[config.mk]
export PLATFORM = sky130hd
export DESIGN_NAME = can_host_mailbox
export DESIGN_NICKNAME = d
export VERILOG_FILES = /design/src/rtl/can_host_mailbox_pkg.sv /design/src/rtl/can_msg_fifo.sv /design/src/rtl/can_host_mailbox.sv
export SDC_FILE = /design/constraint.sdc
export NUM_CORES = 1
export LEC_CHECK = 0
export ABC_AREA = 1
export BUFFER_PORTS_ARGS = -buffer_cell sky130_fd_sc_hd__buf_2
export CORE_MARGIN = 1.5
export CORE_UTILIZATION = 55
export CTS_CLUSTER_DIAMETER = 80
export DETAILED_ROUTE_END_ITERATION = 7
export HOLD_SLACK_MARGIN = 0.02
export PLACE_DENSITY = 0.76
export SYNTH_ARGS = -nofsm -noshare
export SYNTH_HDL_FRONTEND = slang
export SYNTH_SLANG_ARGS = --single-unit
[constraint.sdc]
create_clock -name clock -period 7.29 [get_ports clock]
set_input_delay 0.729 -clock clock [delete_from_list [all_inputs] [get_ports clock]]
set_output_delay 0.729 -clock clock [all_outputs]
set_load 0.02 [all_outputs]
[src/rtl/can_host_mailbox_pkg.sv]
// ---------------------------------------------------------------------------
// can_host_mailbox_pkg
// Shared types and defaults for the host-side CAN mailbox.
//   mbx_state_e : TX hand-off FSM states (IDLE / ISSUED / RETRY)
//   tx_entry_t  : one queued outgoing frame {id, dest, data}
//   satInc16    : 16-bit saturating increment used by the statistics counters
// ---------------------------------------------------------------------------
package can_host_mailbox_pkg;

  localparam int MBX_DATA_SIZE = 64;
  localparam int MBX_ID_SIZE   = 11;
  localparam int MBX_TX_DEPTH  = 4;
  localparam int MBX_RX_DEPTH  = 4;
  localparam int MBX_MAX_RETRY = 8;

  typedef enum logic [1:0] {
    IDLE   = 2'd0,
    ISSUED = 2'd1,
    RETRY  = 2'd2
  } mbx_state_e;

  typedef struct packed {
    logic [MBX_ID_SIZE-1:0]   id;
    logic [MBX_ID_SIZE-1:0]   dest;
    logic [MBX_DATA_SIZE-1:0] data;
  } tx_entry_t;

  function automatic logic [15:0] satInc16(input logic [15:0] value);
    return (value == 16'hFFFF) ? value : value + 16'd1;
  endfunction

endpackage

[src/rtl/can_msg_fifo.sv]
// ---------------------------------------------------------------------------
// can_msg_fifo
// Synchronous first-word-fall-through FIFO. The head entry is always visible
// on rdata_o while empty_o is low. Pushes while full and pops while empty
// are ignored, so a push on a full FIFO is dropped even if a pop happens in
// the same cycle.
// Ports:
//   clock, reset         : clock, asynchronous active-low reset
//   push_i / wdata_i     : write request and data
//   pop_i                : remove head entry
//   rdata_o              : head entry
//   full_o / empty_o     : occupancy flags
// ---------------------------------------------------------------------------
module can_msg_fifo #(
  parameter int WIDTH = 8,
  parameter int DEPTH = 4
) (
  input  logic             clock,
  input  logic             reset,
  input  logic             push_i,
  input  logic [WIDTH-1:0] wdata_i,
  input  logic             pop_i,
  output logic [WIDTH-1:0] rdata_o,
  output logic             full_o,
  output logic             empty_o
);

  localparam int AW = $clog2(DEPTH);

  logic [WIDTH-1:0] mem_q [DEPTH];
  logic [AW:0]      wrPtr_q;
  logic [AW:0]      rdPtr_q;
  logic             doPush;
  logic             doPop;

  // Pointers carry one extra wrap bit so full and empty can be told apart.
  assign empty_o = (wrPtr_q == rdPtr_q);
  assign full_o  = (wrPtr_q[AW] != rdPtr_q[AW]) &&
                   (wrPtr_q[AW-1:0] == rdPtr_q[AW-1:0]);
  assign doPush  = push_i && !full_o;
  assign doPop   = pop_i && !empty_o;
  assign rdata_o = mem_q[rdPtr_q[AW-1:0]];

  always_ff @(posedge clock or negedge reset) begin
    if (!reset) begin
      wrPtr_q <= '0;
      rdPtr_q <= '0;
    end else begin
      if (doPush) wrPtr_q <= wrPtr_q + (AW+1)'(1);
      if (doPop)  rdPtr_q <= rdPtr_q + (AW+1)'(1);
    end
  end

  // Storage needs no reset; contents are only observable through the pointers.
  always_ff @(posedge clock) begin
    if (doPush) mem_q[wrPtr_q[AW-1:0]] <= wdata_i;
  end

endmodule

[src/rtl/can_host_mailbox.sv]
// ---------------------------------------------------------------------------
// can_host_mailbox
// Host-side mailbox beside a CAN node. The host queues outgoing frames; the
// node pulls one per data_in_req, reports failures with Retransmit (the same
// frame is re-presented on the next request, up to MAX_RETRY attempts) and
// delivers received payloads with data_out_req into an RX queue the host
// drains.
// Ports:
//   clock, reset                   : clock, asynchronous active-low reset
//   tx_valid/tx_ready, tx_id/dest/data : host push of outgoing frames
//   data_in_req, Retransmit        : node fetch / failure report
//   In_packet, Tx_ID, Rx_ID        : registered frame handed to the node
//   tx_avail                       : new or retry frame ready for the node
//   data_out_req, Rx_packet        : node delivers a received payload
//   rx_valid/rx_ready/rx_data      : host pop of received payloads (FWFT)
//   rx_overflow, rx_ovf_clr        : sticky RX drop flag and its clear
//   tx_done, tx_drop               : one-cycle outcome pulses
//   done_cnt, fail_cnt             : saturating success / Retransmit counts
// ---------------------------------------------------------------------------
module can_host_mailbox
  import can_host_mailbox_pkg::*;
#(
  parameter int DATA_SIZE = MBX_DATA_SIZE,
  parameter int ID_SIZE   = MBX_ID_SIZE,
  parameter int TX_DEPTH  = MBX_TX_DEPTH,
  parameter int RX_DEPTH  = MBX_RX_DEPTH,
  parameter int MAX_RETRY = MBX_MAX_RETRY
) (
  input  logic                 clock,
  input  logic                 reset,
  input  logic                 tx_valid,
  output logic                 tx_ready,
  input  logic [ID_SIZE-1:0]   tx_id,
  input  logic [ID_SIZE-1:0]   tx_dest,
  input  logic [DATA_SIZE-1:0] tx_data,
  input  logic                 data_in_req,
  input  logic                 Retransmit,
  output logic [DATA_SIZE-1:0] In_packet,
  output logic [ID_SIZE-1:0]   Tx_ID,
  output logic [ID_SIZE-1:0]   Rx_ID,
  output logic                 tx_avail,
  input  logic                 data_out_req,
  input  logic [DATA_SIZE-1:0] Rx_packet,
  output logic                 rx_valid,
  input  logic                 rx_ready,
  output logic [DATA_SIZE-1:0] rx_data,
  output logic                 rx_overflow,
  input  logic                 rx_ovf_clr,
  output logic                 tx_done,
  output logic                 tx_drop,
  output logic [15:0]          done_cnt,
  output logic [15:0]          fail_cnt
);

  localparam int RW = $clog2(MAX_RETRY + 1);

  mbx_state_e     state_q;
  logic [RW-1:0]  retryCnt_q;

  tx_entry_t      txEntryIn;
  tx_entry_t      txHead;
  logic           txFull;
  logic           txEmpty;
  logic           txPop;
  logic           lastAttempt;

  logic [DATA_SIZE-1:0] rxHead;
  logic                 rxFull;
  logic                 rxEmpty;
  logic                 rxPop;

  assign txEntryIn = '{id: tx_id, dest: tx_dest, data: tx_data};

  can_msg_fifo #(
    .WIDTH ($bits(tx_entry_t)),
    .DEPTH (TX_DEPTH)
  ) u_txFifo (
    .clock   (clock),
    .reset   (reset),
    .push_i  (tx_valid),
    .wdata_i (txEntryIn),
    .pop_i   (txPop),
    .rdata_o (txHead),
    .full_o  (txFull),
    .empty_o (txEmpty)
  );

  assign tx_ready = !txFull;
  assign tx_avail = (state_q == RETRY) || !txEmpty;

  // A Retransmit that exhausts the attempt budget frees the FSM in the same
  // cycle, so a coincident data_in_req fetches the next queued frame.
  assign lastAttempt = (state_q == ISSUED) && Retransmit &&
                       (int'(retryCnt_q) + 1 == MAX_RETRY);
  assign txPop = data_in_req && !txEmpty &&
                 ((state_q == IDLE) ||
                  ((state_q == ISSUED) && (!Retransmit || lastAttempt)));

  always_ff @(posedge clock or negedge reset) begin
    if (!reset) begin
      state_q    <= IDLE;
      retryCnt_q <= '0;
      In_packet  <= '0;
      Tx_ID      <= '0;
      Rx_ID      <= '0;
      tx_done    <= 1'b0;
      tx_drop    <= 1'b0;
      done_cnt   <= '0;
      fail_cnt   <= '0;
    end else begin
      tx_done <= 1'b0;
      tx_drop <= 1'b0;
      if (txPop) begin
        In_packet  <= txHead.data;
        Tx_ID      <= txHead.id;
        Rx_ID      <= txHead.dest;
        retryCnt_q <= '0;
      end
      case (state_q)
        IDLE: begin
          if (txPop) state_q <= ISSUED;
        end
        ISSUED: begin
          if (Retransmit) begin
            fail_cnt <= satInc16(fail_cnt);
            if (lastAttempt) begin
              tx_drop <= 1'b1;
              state_q <= txPop ? ISSUED : IDLE;
            end else begin
              // Staging is kept; a coincident request re-issues it directly.
              retryCnt_q <= retryCnt_q + 1'b1;
              state_q    <= data_in_req ? ISSUED : RETRY;
            end
          end else if (data_in_req) begin
            tx_done  <= 1'b1;
            done_cnt <= satInc16(done_cnt);
            state_q  <= txPop ? ISSUED : IDLE;
          end
        end
        RETRY: begin
          if (data_in_req) state_q <= ISSUED;
        end
        default: state_q <= IDLE;
      endcase
    end
  end

  can_msg_fifo #(
    .WIDTH (DATA_SIZE),
    .DEPTH (RX_DEPTH)
  ) u_rxFifo (
    .clock   (clock),
    .reset   (reset),
    .push_i  (data_out_req),
    .wdata_i (Rx_packet),
    .pop_i   (rxPop),
    .rdata_o (rxHead),
    .full_o  (rxFull),
    .empty_o (rxEmpty)
  );

  assign rxPop    = rx_ready && !rxEmpty;
  assign rx_valid = !rxEmpty;
  assign rx_data  = rxEmpty ? '0 : rxHead;

  // Fullness is judged before any same-cycle pop, so a delivery into a full
  // queue is always dropped; a set wins over a simultaneous clear.
  always_ff @(posedge clock or negedge reset) begin
    if (!reset) begin
      rx_overflow <= 1'b0;
    end else if (data_out_req && rxFull) begin
      rx_overflow <= 1'b1;
    end else if (rx_ovf_clr) begin
      rx_overflow <= 1'b0;
    end
  end

endmodule

==> results.txt, run 1 <==
The run finished with clean final reports. By area, the combinational part of the netlist is dominated by simple AND/OR/NAND/NOR gates. The deepest level of the CTS H-tree was 3; the last weighted congestion value of the routability-driven placer was 0.8444. The signal on the critical path passes through xnor2_1, nand3_1, nand2_1, nor2_1, nand2_4, inv_2, buf_4, nand2_1, nand2_1. The buffering stage count on the worst path with inverters included is 2.

The clock drives 739 sinks. STA classifies the critical path startpoint as a register. The chip width was 232.3 um. The remaining global-route overflow was 0; the fraction of power spent switching nets was 38.42%. The share of total power dissipated in sequential elements is 41.3%. The first global-routing pass estimated 101700 um of wire. For this run, asynchronously set or reset flops after synthesis account for 18.81%. The maximum achievable frequency was 262.7 MHz; the clock transition at the registers of the reported paths was 60 ps. Prevailing post-synth register cell: edfxtp_1. The share of cells above drive strength 1 was 18.22%; the post-synthesis sequential area ratio was 74.36%.

The portion of synthesized cell area occupied by the leading cell type was 62.33%. The die covers 53940 sq um. The cell chosen for the clock root was clkbuf_16. The tools report the number of antenna violations at the first check in global routing as 22. In the routed layout, each cell is associated on average with a via count of 5.576. The worst register-to-register path begins at u_txFifo.rdPtr_q[0]. After clock tree synthesis, the flow added hold-fix buffers numbering 0. The tools report the worst IR drop on VDD as 318.3 uV. The kind of cell adding the most delay to the critical path is buffers and inverters. For the count of nets left with antenna violations after detail routing, the log shows 0. Synthesis produced a netlist whose cell count is 2321.

For the worst flop-to-flop path, the logic depth is 9. The first detailed-routing pass ran for 5 iterations. TritonCTS built the clock tree.

For this run, the number of Yosys warnings is 0. The analysis attributes to net switching a power of 5.919 mW. The longest individual stage delay on the worst path came out at 1020 ps. Setup violations remaining at the end of the flow were counted as 0. After synthesis, the cell types taking the most area are edfxtp_1, dfrtp_1, nor2_1.

The tool flagged a number of max-cap violations equal to 0. The number of cells after detailed placement is 3240, and the number of top-level pins is 346. The final number of hold-violating endpoints came out at 0. The final worst hold slack came out at 146.4 ps. The logs give 37650 um for the placed wire-length estimate and 0 for the number of instances resized during post-cts repair. The worst hold-check path type was in -> async. Summing the areas of all and, or, nand and nor instances in the mapped netlist gives 12.75% of the synthesized area. For the leakage dissipation, the log shows 13.35 nW. For the final routed database, the setup TNS stands at 0 ps.

The number of design rule violations left after detail routing was 0. The mean instance size in the synthesized netlist is 12.45 sq um. Dividing the detail-routed wire length by the instance count gives 19.34 um. Clock tree synthesis inserted a total of 75 buffers.

For this configuration, the core starts out at a cell density of 56.01%. Die height: 232.3 um. The first routing iteration left 1776 violations. Setup repair after global routing left no endpoint under its margin. In this run the worst path has a maximum fanout of 89.

The tools report the register-to-register setup slack as 3480 ps. The synthesized netlist devotes 7.692% of its cell area to compound gates. The synthesized netlist devotes 1.182% of its cell area to XOR and XNOR gates. The logs give 7820 ps for the required time of the worst setup path and 3712 for the number of fill cells in the layout. Of the available clock period, the critical path in the final layout requires 52.21%. For this design the ratio of total power to cell area is 458.0 nW/um^2. In this run the cell area of the synthesized design comes to 28910 sq um. The worst clock skew was 28.22 ps; the post-route core utilization was 65.18%. For this block, the via count after detailed routing is 18913. Measured against its own limit, the worst slew margin works out to 25.17%. Most frequent cell on the critical path: nand2_1. For this run, the post-layout net count is 2809. Among all stages on the critical path, the largest delay is contributed by dfrtp_4. The worst setup path is captured at a register. Clock latency on the worst-skew pair, taken at its later pin, is 620 ps. The clock period could shrink to 3806 ps. When the netlist entered floorplanning its net count stood at 2493. The actual slew at the worst max-slew pin is 1122 ps.

The final count of pins violating max slew came out at 0. Relative to the synthesized area, the layout overhead comes to 16.38%. The synthesized design contains 739 register bits. The critical path is of the reg -> reg type. The final layout contains routed wiring with a total length of 65620 um. The floorplan step defined a core boundary enclosing 51610 sq um. The clock network is responsible for 24.3% of the overall power. The biggest area contributor in the post-synthesis netlist is edfxtp_1. Total number of placement rows: 83.

Data arrives at the worst endpoint at 4340 ps. Once layout is complete, the cells apart from fillers number 3392. The logs give 18791 for the via count of the first global-routing pass and 3484 ps for the setup slack of the critical path after layout. OpenSTA, run right after detailed placement, puts the worst setup slack at 3558 ps. After Yosys synthesis, full adders, half adders and majority gates account for 0.6060% of the synthesized area. The endpoint identified for the worst register-to-register timing path is In_packet[14]. Distinct cell type count of the synthesized netlist: 33. During placement, the flow inserted port buffers numbering 345. Measured against the total synthesized area, the mux share comes to 0%. The logs give 0 for the buffers inserted during post-CTS setup optimization and 3 for the maximum root-to-sink buffer count.

The overall fraction of global-route tracks in use was 24.28%. The cell-internal power came out at 9.489 mW. The fraction of power consumed by combinational cells was 34.4%. For the pin count of the biggest net entering global routing, the log shows 113. The number of enable-type register cells in the synthesized netlist was 600.
## placed cells by master, fill, tap and decap left out, drive strengths merged
| cell | instances |
|---|---|
| inv | 114 |
| xnor2 | 14 |
| edfxtp | 600 |
| nor3 | 9 |
| clkinv | 24 |
| o21ai | 174 |
| nand3 | 28 |
| o32ai | 150 |
| diode | 12 |
| a31oi | 1 |
| o22ai | 1 |
| a21oi | 3 |
| nand2 | 428 |
| ha | 14 |
| xor2 | 25 |
| nor4 | 2 |
| bufinv | 4 |
| clkbuf | 112 |
| nand3b | 2 |
| nand4 | 4 |
| buf | 368 |
| o21bai | 1 |
| or2 | 2 |
| nor3b | 1 |
| nor2 | 480 |
| dfrtp | 139 |
## how the worst max path moves through the flow
stage                   startpoint              endpoint  slack [ps]  cells past startpoint
2_1_floorplan  u_txFifo.rdPtr_q[2]  u_txFifo.mem_q[3][0]        2060                      4
3_3_place_gp   u_txFifo.rdPtr_q[0]              Tx_ID[0]        3750                      9
3_5_place_dp   u_txFifo.rdPtr_q[0]         In_packet[11]        3560                      9
4_1_cts        u_rxFifo.rdPtr_q[0]           rx_data[32]        3490                      6
5_1_grt        u_txFifo.rdPtr_q[0]         In_packet[14]        3230                      9
6_report       u_txFifo.rdPtr_q[0]         In_packet[14]        3480                      9
## cells by family after synthesis
group / count (synthesis)
and+or+nand+nor: 956
DFF: 739
buffers and inverters: 243
xor gates and xnor gates: 39
AOI/OAI and AO/OA: 330
adders and majority gates: 14
## area by class of cell
cell class	instances	area, sq um	share of cell area (%)
sequential	739	21510	63.94
multi-input combinational	1339	6490	19.29
clock buffer	112	2108	6.267
timing repair buffer	368	1906	5.664
tap	680	850.8	2.529
inverter	114	431.7	1.283
clock inverter	28	314.1	0.9335
antenna	12	30.03	0.08926
## through the flow
stage               instance area (sq um)  total power [mW]
floorplan                           28910             9.959
global placement                    31190             11.56
detailed placement                  31190             11.75
CTS                                 33610             15.53
global route                        33630             16.29
finish                              33640             15.41
## synthesized netlist by cell type (all sizes together) (2+ instances only)
master	count
a21oi	3
buf	54
clkbuf	75
dfrtp	139
edfxtp	600
ha	14
inv	114
nand2	428
nand3	28
nand3b	2
nand4	4
nor2	480
nor3	9
nor4	2
o21ai	174
o32ai	150
or2	2
xnor2	14
xor2	25
## state kept, by name (all words and copies together), names as in the netlist
signal            flops
state_q               2
rx_overflow           1
u_rxFifo.rdPtr_q      3
u_txFifo.mem_q      344
Tx_ID                11
u_txFifo.wrPtr_q      3
retryCnt_q            4
u_rxFifo.wrPtr_q      3
u_rxFifo.mem_q      256
tx_done               1
Rx_ID                11
done_cnt             16
u_txFifo.rdPtr_q      3
fail_cnt             16
In_packet            64
tx_drop               1
## power by group through the flow
stage / clock [mW] / combinational [mW] / sequential, mW
floorplan: 0 / 3.37 / 6.59
global placement: 0 / 5.19 / 6.37
CTS: 3.81 / 5.36 / 6.35
finish: 3.74 / 5.31 / 6.36
global route: 3.98 / 5.86 / 6.45
detailed placement: 0 / 5.33 / 6.42
## metal layers
layer  GRT usage (%)  part of all wire, %
met1           31.61                   40
met2           39.47                   49
met3           6.680                  8.6
met4           8.259                  2.6
met5               0                 0.27
(Power assumes the default switching activity.)
==> run 2: changes to the inputs <==
--- a/config.mk
+++ b/config.mk
@@ -8,11 +8,11 @@
 export ABC_AREA = 1
 export BUFFER_PORTS_ARGS = -buffer_cell sky130_fd_sc_hd__buf_2
 export CORE_MARGIN = 1.5
-export CORE_UTILIZATION = 55
+export CORE_UTILIZATION = 52
 export CTS_CLUSTER_DIAMETER = 80
 export DETAILED_ROUTE_END_ITERATION = 7
 export HOLD_SLACK_MARGIN = 0.02
-export PLACE_DENSITY = 0.76
+export PLACE_DENSITY = 0.75
 export SYNTH_ARGS = -nofsm -noshare
 export SYNTH_HDL_FRONTEND = slang
 export SYNTH_SLANG_ARGS = --single-unit
==> constraint.sdc (replaced) <==
create_clock -name clock -period 3.2 [get_ports clock]
set_input_delay 0.32 -clock clock [delete_from_list [all_inputs] [get_ports clock]]
set_output_delay 0.32 -clock clock [all_outputs]
set_load 0.02 [all_outputs]
==> run 2 against run 1 <==
Worst hold slack better by 170 ps. Die area is 5.7% higher. Clock power is 140% higher. Critical path depth fell by 2. Sequential power rose by 120%. Final area increased by 5.9%. Cell count rose by 7.0%. Total power rose by 130%. Combinational power rose by 140%. Largest cell class unchanged.
==> results.txt, run 2 (synthesized netlist as in run 1, its figures left out) <==
The run gives 5 as the first-pass iteration count of the detailed router. Measured along the y axis, the die boundary spans 238.8 um. Violation count after the first detailed-routing iteration: 1582.

In this run, post-CTS repair resized a total of 0 instances. The sequential cells in the finished layout cover a total of 21510 sq um. The tools report the number of max-cap violations as 0. Once layout is complete, the utilization of the core stands at 64.77%. Clock-pin slew was measured on the worst setup and hold paths at 60 ps.

The logs give 35610 sq um for the cell area after layout and 346 for the number of top-level pins. In this run the standard cell core region covers 54990 sq um. The number of buffers and inverters on the critical path is 4. For the via total after detailed routing, the log shows 19922. After detailed routing, the average wire length per cell comes to 19.28 um. CTS placed an instance of clkbuf_16 at the clock tree root. The critical path is of the reg -> out type. For the via count of the first global-routing pass, the log shows 19818. The first global-routing pass estimated 108100 um of wire.

Data on the critical path arrives at its endpoint at 2640 ps. Between clock sinks in the finished design, the worst skew comes to 22.99 ps. The worst path meets setup with 235.5 ps of slack. After detailed routing, the number of vias per cell comes to 5.491. Setup repair after global routing left no endpoint under its margin. Along the worst path, the maximum fanout reaches 48. The post-route netlist has 18.01% of its cells at a drive strength greater than 1. For the number of antenna violations at the first check in global routing, the log shows 12.

Once placement completed, the tool counted placed cells totaling 3321. Global routing used 24.42% of the available tracks. STA classifies the critical path startpoint as a register. The kind of cell adding the most delay to the critical path was buffers and inverters.

The worst register-to-register path ends at In_packet[13]. The routed design has 69940 um of wire. The flow ran to the end, and the final reports show no timing, DRC or antenna violations. The placed wire-length estimate was 39290 um; the depth of the most critical reg-to-reg path was 8.

Dividing total power by cell area gives a power density of 1014 nW/um^2. At the end of the flow, the number of nets in the layout was 2979. The leakage dissipation is 14.17 nW, and the deepest level of the CTS H-tree is 3. For the worst IR drop on VDD, the log shows 666.4 uV.

The tools report the number of design rule violations left after detail routing as 0. On the critical path, the stage with the largest delay is an instance of dfrtp_4. The final number of hold-violating endpoints was 0. The library cell used most frequently in the layout, excluding fill and tap cells, is edfxtp_1.

The logs give 3628 for the final cell count without fillers and 3 for the maximum root-to-sink buffer count. The final count of pins violating max slew came out at 0. From synthesis to final layout, the design area changed by 23.20%. The worst register-to-register path begins at u_txFifo.rdPtr_q[1]. The clock reaches the later pin of the worst-skew pair after 630 ps.

The pre-CTS setup slack is 683.8 ps, and the longest individual stage delay on the worst path is 520 ps. The area occupied by multi-input gates came out at 6490 sq um. The maximum achievable frequency is 337.3 MHz, and the buffers inserted during post-CTS setup optimization is 0.

Input and output buffers added on the ports amount to 345. The total power consumption of the routed design was 36.12 mW. The clock net in this run drives a total of 739 sinks. TritonCTS built the clock tree. The number of flip-flops under the largest register name is 344, and the last weighted congestion value of the routability-driven placer is 0.8242. The die covers 57010 sq um.

Once the floorplan was initialized, standard cells occupied 52.57% of the core. The placed instances occupy a cell area of 31500 sq um. In the finished design, the share of the clock period the worst path needs comes to 92.64%. Entering global routing, the biggest net connects 175 pins. The endpoint class of the critical path was an output pin. The worst hold-check path type was in -> async. The remaining global-route overflow is 0, and the required time of the worst setup path is 2880 ps. For flop-to-flop paths, the worst setup slack is 590 ps. In this run the core area contains 86 standard-cell rows.

The minimum clock period was 2965 ps. The die is 238.8 um wide. Final setup violation count: 0. Once detail routing completed, the nets flagged for antenna violations numbered 0. For the pin with the worst max-slew slack, the measured transition is 1222 ps. Measured against its own limit, the worst slew margin works out to 18.51%. The critical path goes through clkinv_2, buf_12, nor2_1, o32ai_1, nand2_1, inv_1, buf_2.

For the final worst hold slack, the log shows 312.5 ps. After filler insertion, the fill cell instance count of the layout stands at 3861. Summed over all failing endpoints, the final setup total negative slack is 0 ps. The top cell types in the final layout, fill and taps aside, are edfxtp_1, nor2_1, nand2_1.

The TritonCTS buffer count came out at 76.
run 2: cell count changes in the layout (fill, tap and decap cells not counted), moves of 2 or more:
| cell | before | now |
|---|---|---|
| buf_12 | 0 | 10 |
| buf_4 | 23 | 26 |
| bufinv_16 | 4 | 7 |
| clkbuf_1 | 30 | 20 |
| clkinv_2 | 9 | 13 |
| clkinv_4 | 0 | 2 |
| clkinv_8 | 2 | 0 |
| clkinvlp_4 | 0 | 2 |
| diode_2 | 12 | 9 |
| dlygate4sd3_1 | 0 | 156 |
| inv_16 | 1 | 3 |
| inv_6 | 0 | 2 |
run 2: layout make-up:
type | instances | area share, %
clock inverter | 40 | 1.268
timing repair buffer | 537 | 10.36
inverter | 114 | 1.212
clock buffer | 102 | 5.846
sequential | 739 | 60.40
tap | 748 | 2.628
multi-input combinational | 1339 | 18.22
antenna | 9 | 0.06324
run 2: timing repair:
| item | 4_1_cts | 5_1_grt |
|---|---|---|
| endpoints found under the hold margin | 671 | 0 |
| setup endpoints to repair | 0 | 0 |
| hold buffers | 156 | 0 |
run 2: how the worst max path moves through the flow:
stage	startpoint	endpoint	slack, ps	cells past startpoint
CTS	u_rxFifo.rdPtr_q[0]	rx_data[55]	180	7
finish	u_rxFifo.rdPtr_q[0]	rx_data[34]	240	7
global route	u_rxFifo.rdPtr_q[0]	rx_data[55]	60	7
global placement	u_txFifo.rdPtr_q[1]	u_txFifo.rdPtr_q[2]	750	7
floorplan	u_rxFifo.rdPtr_q[0]	u_rxFifo.mem_q[0][0]	-940	5
detailed placement	u_txFifo.rdPtr_q[1]	state_q[0]	680	7
run 2: report_power, final:
group	leakage [nW]	total [mW]	internal (mW)	switching, mW
combinational	5.69	13.0	3.86	9.14
clock	1.24	8.92	5.20	3.72
sequential	7.25	14.2	13.1	1.07
run 2: per-layer routing:
| metal | share of wire, % | GRT usage [%] | routed length [um] | up-vias |
|---|---|---|---|---|
| met1 | 40 | 31.81 | 27910 | 9836 |
| met3 | 7.8 | 4.919 | 5432 | 110 |
| met4 | 1.9 | 7.998 | 1337 | 8 |
| li1 | - | - | - | 9116 |
| met2 | 50 | 41.21 | 35200 | 852 |
| met5 | 0.076 | 0 | 53 | - |
